===== src/rtl/uart_hex_tx.sv =====
// Small generic word FIFO: circular buffer, pointers flushed on reset.
// Latency: a pushed word is visible at the head on the next cycle.
// Backpressure: push_rdy is !full only; no pass-through while full.
module uart_hex_fifo #(
    parameter int WIDTH = 32,
    parameter int DEPTH = 4
) (
    input  logic             i_clk,
    input  logic             i_rst,
    input  logic             push_vld,
    input  logic [WIDTH-1:0] push_dat,
    output logic             push_rdy,
    input  logic             pop_rdy,
    output logic             pop_vld,
    output logic [WIDTH-1:0] pop_dat,
    output logic             empty_nxt
);
    localparam int AW = $clog2(DEPTH);
    localparam logic [AW:0] FULL = (AW+1)'(DEPTH);

    logic [WIDTH-1:0] mem [DEPTH];
    logic [AW-1:0]    wr_ptr;
    logic [AW-1:0]    rd_ptr;
    logic [AW:0]      count;
    logic [AW:0]      count_nxt;
    logic             push;
    logic             pop;

    assign push_rdy  = (count != FULL);
    assign pop_vld   = (count != '0);
    assign push      = push_vld && push_rdy;
    assign pop       = pop_rdy && pop_vld;
    assign pop_dat   = mem[rd_ptr];
    assign count_nxt = count + (AW+1)'(push) - (AW+1)'(pop);
    assign empty_nxt = (count_nxt == '0);

    always_ff @(posedge i_clk) begin
        if (push) begin
            mem[wr_ptr] <= push_dat;
        end
    end

    always_ff @(posedge i_clk) begin
        if (i_rst) begin
            wr_ptr <= '0;
            rd_ptr <= '0;
            count  <= '0;
        end else begin
            if (push) begin
                wr_ptr <= wr_ptr + AW'(1);
            end
            if (pop) begin
                rd_ptr <= rd_ptr + AW'(1);
            end
            count <= count_nxt;
        end
    end
endmodule

// Renders buffered 32-bit words as ASCII hex lines into a uart_tx byte interface.
// Latency: push to first o_tx_en is 3 cycles when uart_tx has been quiet; done to next byte is 2.
// Backpressure: o_ready = !full of the word FIFO; bytes are paced by i_tx_done.
module uart_hex_tx #(
    parameter int FIFO_DEPTH = 4,
    parameter int PREFIX_EN  = 1
) (
    input  logic        i_clk,
    input  logic        i_rst,
    input  logic [31:0] i_data,
    input  logic        i_valid,
    output logic        o_ready,
    output logic [7:0]  o_tx_data,
    output logic        o_tx_en,
    input  logic        i_tx_busy,
    input  logic        i_tx_done,
    output logic        o_idle
);
    localparam logic [3:0] LAST = (PREFIX_EN != 0) ? 4'd11 : 4'd9;

    typedef enum logic [1:0] {S_IDLE, S_SEND, S_WAIT} state_t;

    state_t      state;
    logic [31:0] hold;
    logic [3:0]  byte_idx;
    logic [1:0]  quiet;

    logic        fifo_vld;
    logic [31:0] fifo_dat;
    logic        fifo_empty_nxt;
    logic        pop_ok;
    logic        pop_fire;
    logic        line_end;
    logic        idle_nxt;

    assign pop_ok   = (state == S_IDLE) && (quiet == 2'd2);
    assign pop_fire = pop_ok && fifo_vld;
    assign line_end = (state == S_WAIT) && i_tx_done && (byte_idx == LAST);
    assign idle_nxt = fifo_empty_nxt && (((state == S_IDLE) && !pop_fire) || line_end);

    uart_hex_fifo #(
        .WIDTH (32),
        .DEPTH (FIFO_DEPTH)
    ) u_fifo (
        .i_clk     (i_clk),
        .i_rst     (i_rst),
        .push_vld  (i_valid),
        .push_dat  (i_data),
        .push_rdy  (o_ready),
        .pop_rdy   (pop_ok),
        .pop_vld   (fifo_vld),
        .pop_dat   (fifo_dat),
        .empty_nxt (fifo_empty_nxt)
    );

    // pos is the digit position once the optional "0x" is skipped; 8/9 are CR/LF.
    function automatic logic [7:0] line_char(input logic [31:0] word, input logic [3:0] idx);
        logic [3:0] pos;
        logic [3:0] nib;
        pos = (PREFIX_EN != 0) ? idx - 4'd2 : idx;
        nib = 4'(word >> {~pos[2:0], 2'b00});
        if ((PREFIX_EN != 0) && (idx == 4'd0)) begin
            line_char = 8'h30;
        end else if ((PREFIX_EN != 0) && (idx == 4'd1)) begin
            line_char = 8'h78;
        end else if (pos == 4'd8) begin
            line_char = 8'h0D;
        end else if (pos == 4'd9) begin
            line_char = 8'h0A;
        end else if (nib < 4'd10) begin
            line_char = 8'h30 + {4'h0, nib};
        end else begin
            line_char = 8'h37 + {4'h0, nib};
        end
    endfunction

    always_ff @(posedge i_clk) begin
        if (i_rst) begin
            state     <= S_IDLE;
            hold      <= '0;
            byte_idx  <= '0;
            quiet     <= '0;
            o_tx_en   <= 1'b0;
            o_tx_data <= 8'h00;
            o_idle    <= 1'b1;
        end else begin
            o_idle <= idle_nxt;
            case (state)
                S_IDLE: begin
                    o_tx_en <= 1'b0;
                    // uart_tx is not reset with us, so wait out any byte still in flight.
                    if (i_tx_busy) begin
                        quiet <= 2'd0;
                    end else if (quiet != 2'd2) begin
                        quiet <= quiet + 2'd1;
                    end
                    if (pop_fire) begin
                        hold     <= fifo_dat;
                        byte_idx <= 4'd0;
                        state    <= S_SEND;
                    end
                end
                S_SEND: begin
                    o_tx_data <= line_char(hold, byte_idx);
                    o_tx_en   <= 1'b1;
                    state     <= S_WAIT;
                end
                S_WAIT: begin
                    o_tx_en <= 1'b0;
                    if (i_tx_done) begin
                        if (byte_idx == LAST) begin
                            quiet <= 2'd0;
                            state <= S_IDLE;
                        end else begin
                            byte_idx <= byte_idx + 4'd1;
                            state    <= S_SEND;
                        end
                    end
                end
                default: begin
                    o_tx_en <= 1'b0;
                    state   <= S_IDLE;
                end
            endcase
        end
    end
endmodule

===== config.mk =====
export PLATFORM = sky130hd
export DESIGN_NAME = uart_hex_tx
export DESIGN_NICKNAME = d
export VERILOG_FILES = /design/src/rtl/uart_hex_tx.sv
export SDC_FILE = /design/constraint.sdc
export NUM_CORES = 1
export LEC_CHECK = 0
export CORE_UTILIZATION = 30
export CTS_CLUSTER_DIAMETER = 80
export DETAILED_ROUTE_END_ITERATION = 10
export HOLD_SLACK_MARGIN = 0.15
export SETUP_SLACK_MARGIN = 0.3
export SYNTH_ARGS = -nofsm -noshare
export SYNTH_HDL_FRONTEND = slang
export SYNTH_SLANG_ARGS = --single-unit

===== constraint.sdc =====
create_clock -name i_clk -period 4.35 [get_ports i_clk]
set_input_delay 0.6525 -clock i_clk [delete_from_list [all_inputs] [get_ports i_clk]]
set_output_delay 0.6525 -clock i_clk [all_outputs]
set_load 0.05 [all_outputs]

==> summary.txt <==
status - completed
largest family of logic cells by synthesized area - multiplexers
GRT overflow - 0
Worst-Margin Slew - 1.03 ns
CTS Buffer Depth - 2
WL final - 13700 µm
met3 Track Usage GR - 0.0307
Worst Hold End - hold[2]$_SDFFE_PP0P_
Critical R2R Launch - byte_idx[1]$_SDFFE_PP0P_
Slew Limit Fails - 0
Fmax - 330 MHz
Ys Warns - 0
maximum VDD drop - 0.000210 V
Cell Area, Synth - 0.00731 mm²
simple-gate portion of the synthesized area - 0.0702
worst reg-to-reg setup slack - 1.32 ns
Slowest-stage cell, CP - dfxtp_1
pwr dens - 459 mW/mm²
post-CTS sizing - 0
number of synthesized flops with an enable pin - 128
Yosys reg bits - 184
type of the tightest min-delay check - flip-flop to flip-flop
DP Wirelength - 8760 µm
critical-path cell list - inv_1 > ha_1 > mux4_2 > mux2i_4 > ha_1 > o21ai_2 > a211o_1 > a221oi_2
post-synthesis sequential area ratio - 0.679
RSZ-0062 raised after global routing - false
Crit path buffers/inverters - 1
Worst EP arrival - 3.36 ns
Final ANT Viol Nets - 0
# rows - 56
Tcrit/Tclk final - 0.696
Crit path max-delay family - adder cells
met2 usage - 0.206
hold_ws - 0.457 ns
Final TNS setup - 0 ns
CP dominant cell by count - ha_1
largest net degree at the start of global routing - 59
endpoints failing setup - 0
CP max FO - 10
Root Driver - clkbuf_16
Slew headroom - 0.316
Max-cap violations - 0
Final Core Density - 0.366
total CTS buffers - 17
crit path time final - 3.03 ns
Initial Util - 0.309
via/cell ratio - 4.54
postcts setup bufs - 0
Residual DRC - 0
Worst Path Required - 4.68 ns
crit path from - byte_idx[1]$_SDFFE_PP0P_
First DRT Iteration DRCs - 182
WS Path Type - flip-flop to flip-flop
DRT Pass-1 Iters - 4
vias in the first global route - 4274
initial antenna violation count - 0
first-pass GRT wire length - 22100 µm
CP max stage delay - 0.58 ns
core area - 0.0237 mm²
Leakage - 0.00275 µW
fin area - 0.00866 mm²
clock skew - 0.0125 ns
Post-DP Area - 0.00810 mm²
share of cells above drive strength 1 - 0.159
worst skew pair latency - 0.42 ns
Cells after Synth - 476
Worst R2R Path Depth - 8
WL/cell - 16.0 µm
clock sink count - 184
hold_buf cts - 0
crit path launch type - flip-flop
Cell variety after synth - 49
n_diodes - 0
die width - 158 µm
Adder-Cell Fraction of Synth Area - 0.0267
R2R Path End - o_tx_data[4]$_SDFFE_PP0P_
ys flop type - edfxtp_1
GP Congestion - 0.831
met1 Track Usage GR - 0.139
xor and xnor area share after synthesis - 0.00839
Mapped Avg Cell Area - 15.4 µm²
Die Area - 0.0250 mm²
Compound-Gate Fraction of Synth Area - 0.0534
global-route usage over all layers - 0.118
multiplexer share of the synthesized area - 0.136
syn_nets - 528
nets@finish - 574
Reg clk slew, reported paths - 0.06 ns
Hold Path Stages - 2
Worst Setup End Kind - flip-flop
GR peak layer - met2
area grow syn2layout - 18.4%
Die Height - 158 µm
H-tree Lvls - 4
fraction of registers with async set/reset - 0
Vias - 3877
PortBufs - 46
hold path start - hold[2]$_SDFFE_PP0P_
final number of hold-violating endpoints - 0
IO Pins - 48
CTS tree - done
## per-layer routing
metal / vias to the layer above / share of wire
li1: 1872 / -
met4: 0 / 0.017
met5: - / 0
met3: 15 / 0.031
met1: 1935 / 0.45
met2: 55 / 0.51
## logic make-up after synthesis
| group | Yosys count |
|---|---|
| xor+xnor | 7 |
| flops | 184 |
| fa+ha+maj | 15 |
| simple gates | 115 |
| other cells | 1 |
| mux | 47 |
| compound gates | 64 |
| buf+inv | 43 |
## layout by cell type, fill, tap and decap left out, types with 2 or more instances in the layout
cell type        netlist  routed
or4_1                  2       2
nand3b_1               2       2
nor3_1                 2       2
inv_1                 15      15
ha_1                  14      14
or3_1                  3       3
dfxtp_1               56      55
and2_1                 2       2
mux2i_1                4       4
o21ai_0                3       3
mux4_2                40      40
buf_4                  1       8
nand2b_1               4       4
nand2_1               73      73
clkinv_2               0       3
nor2_1                12      12
nor2b_1                3       3
edfxtp_1             128     128
a21oi_1               42      42
o211ai_1               2       2
xnor2_1                5       5
a211oi_1               4       4
xor2_1                 2       2
clkdlybuf4s50_1        0      45
clkbuf_1              17       5
clkbuf_8               0       3
and3_1                 7       7
nand3_1                2       2
mux2i_4                2       2
clkbuf_16              0      17
## worst max-delay path by stage
stage	depth (start not counted)	to	slack, ns
floorplan	10	o_tx_data[4]$_SDFFE_PP0P_	1.62
global placement	8	o_tx_data[4]$_SDFFE_PP0P_	1.46
detailed placement	8	o_tx_data[4]$_SDFFE_PP0P_	1.28
CTS	8	o_tx_data[4]$_SDFFE_PP0P_	1.27
global route	8	o_tx_data[4]$_SDFFE_PP0P_	1.08
finish	8	o_tx_data[4]$_SDFFE_PP0P_	1.32
## tightest hold or removal path, stage by stage (launching register included)
cell and delay [ns]:
dfxtp_1 0.31, nand2_1 0.05, a21oi_1 0.05
## synth_stat cells (all sizes together), types with 2 or more instances
| cell | number | area, µm² |
|---|---|---|
| a211oi | 4 | 30.0 |
| a21oi | 43 | 219 |
| a221oi | 2 | 23.8 |
| and2 | 2 | 12.5 |
| and3 | 7 | 43.8 |
| buf | 10 | 60.1 |
| clkbuf | 17 | 63.8 |
| dfxtp | 56 | 1120 |
| edfxtp | 128 | 3840 |
| ha | 14 | 175 |
| inv | 16 | 60.1 |
| mux2i | 6 | 85.1 |
| mux4 | 40 | 901 |
| nand2 | 73 | 274 |
| nand2b | 4 | 25.0 |
| nand3 | 2 | 10.0 |
| nand3b | 2 | 15.0 |
| nor2 | 12 | 45.0 |
| nor2b | 3 | 18.8 |
| nor3 | 2 | 10.0 |
| o211ai | 2 | 15.0 |
| o21ai | 5 | 28.8 |
| or3 | 3 | 18.8 |
| or4 | 2 | 15.0 |
| xnor2 | 5 | 43.8 |
| xor2 | 2 | 17.5 |
## registers in the layout (all words and copies together) (netlist names), 2 cells and up
name / flops
u_fifo.mem: 128
hold: 32
o_tx_data: 7
byte_idx: 4
u_fifo.count: 3
quiet: 2
state: 2
u_fifo.rd_ptr: 2
u_fifo.wr_ptr: 2
## cell type report
class	count	area, µm²
Tap cell	319	399
Fill cell	2298	15000
Clock buffer	25	485
Timing Repair Buffer	54	515
Inverter	16	60.1
Sequential cell	184	4970
Multi-Input combinational cell	249	2160
Clock inverter	7	70.1
## metrics by stage
stage          instances  setup WS [ns]  total power (µW)
6_report             854           1.32              3970
2_1_floorplan        476           1.62              2410
5_1_grt              854           1.08              4130
3_5_place_dp         822           1.28              2590
3_3_place_gp         822           1.46              2560
4_1_cts              854           1.27              4030
## power breakdown
part | switching, µW | leakage (µW) | internal [µW]
Combinational | 244 | 0.000854 | 183
Clock | 603 | 0.000272 | 834
Sequential | 52.0 | 0.00163 | 2060
Power figures use the tool's default switching activity.
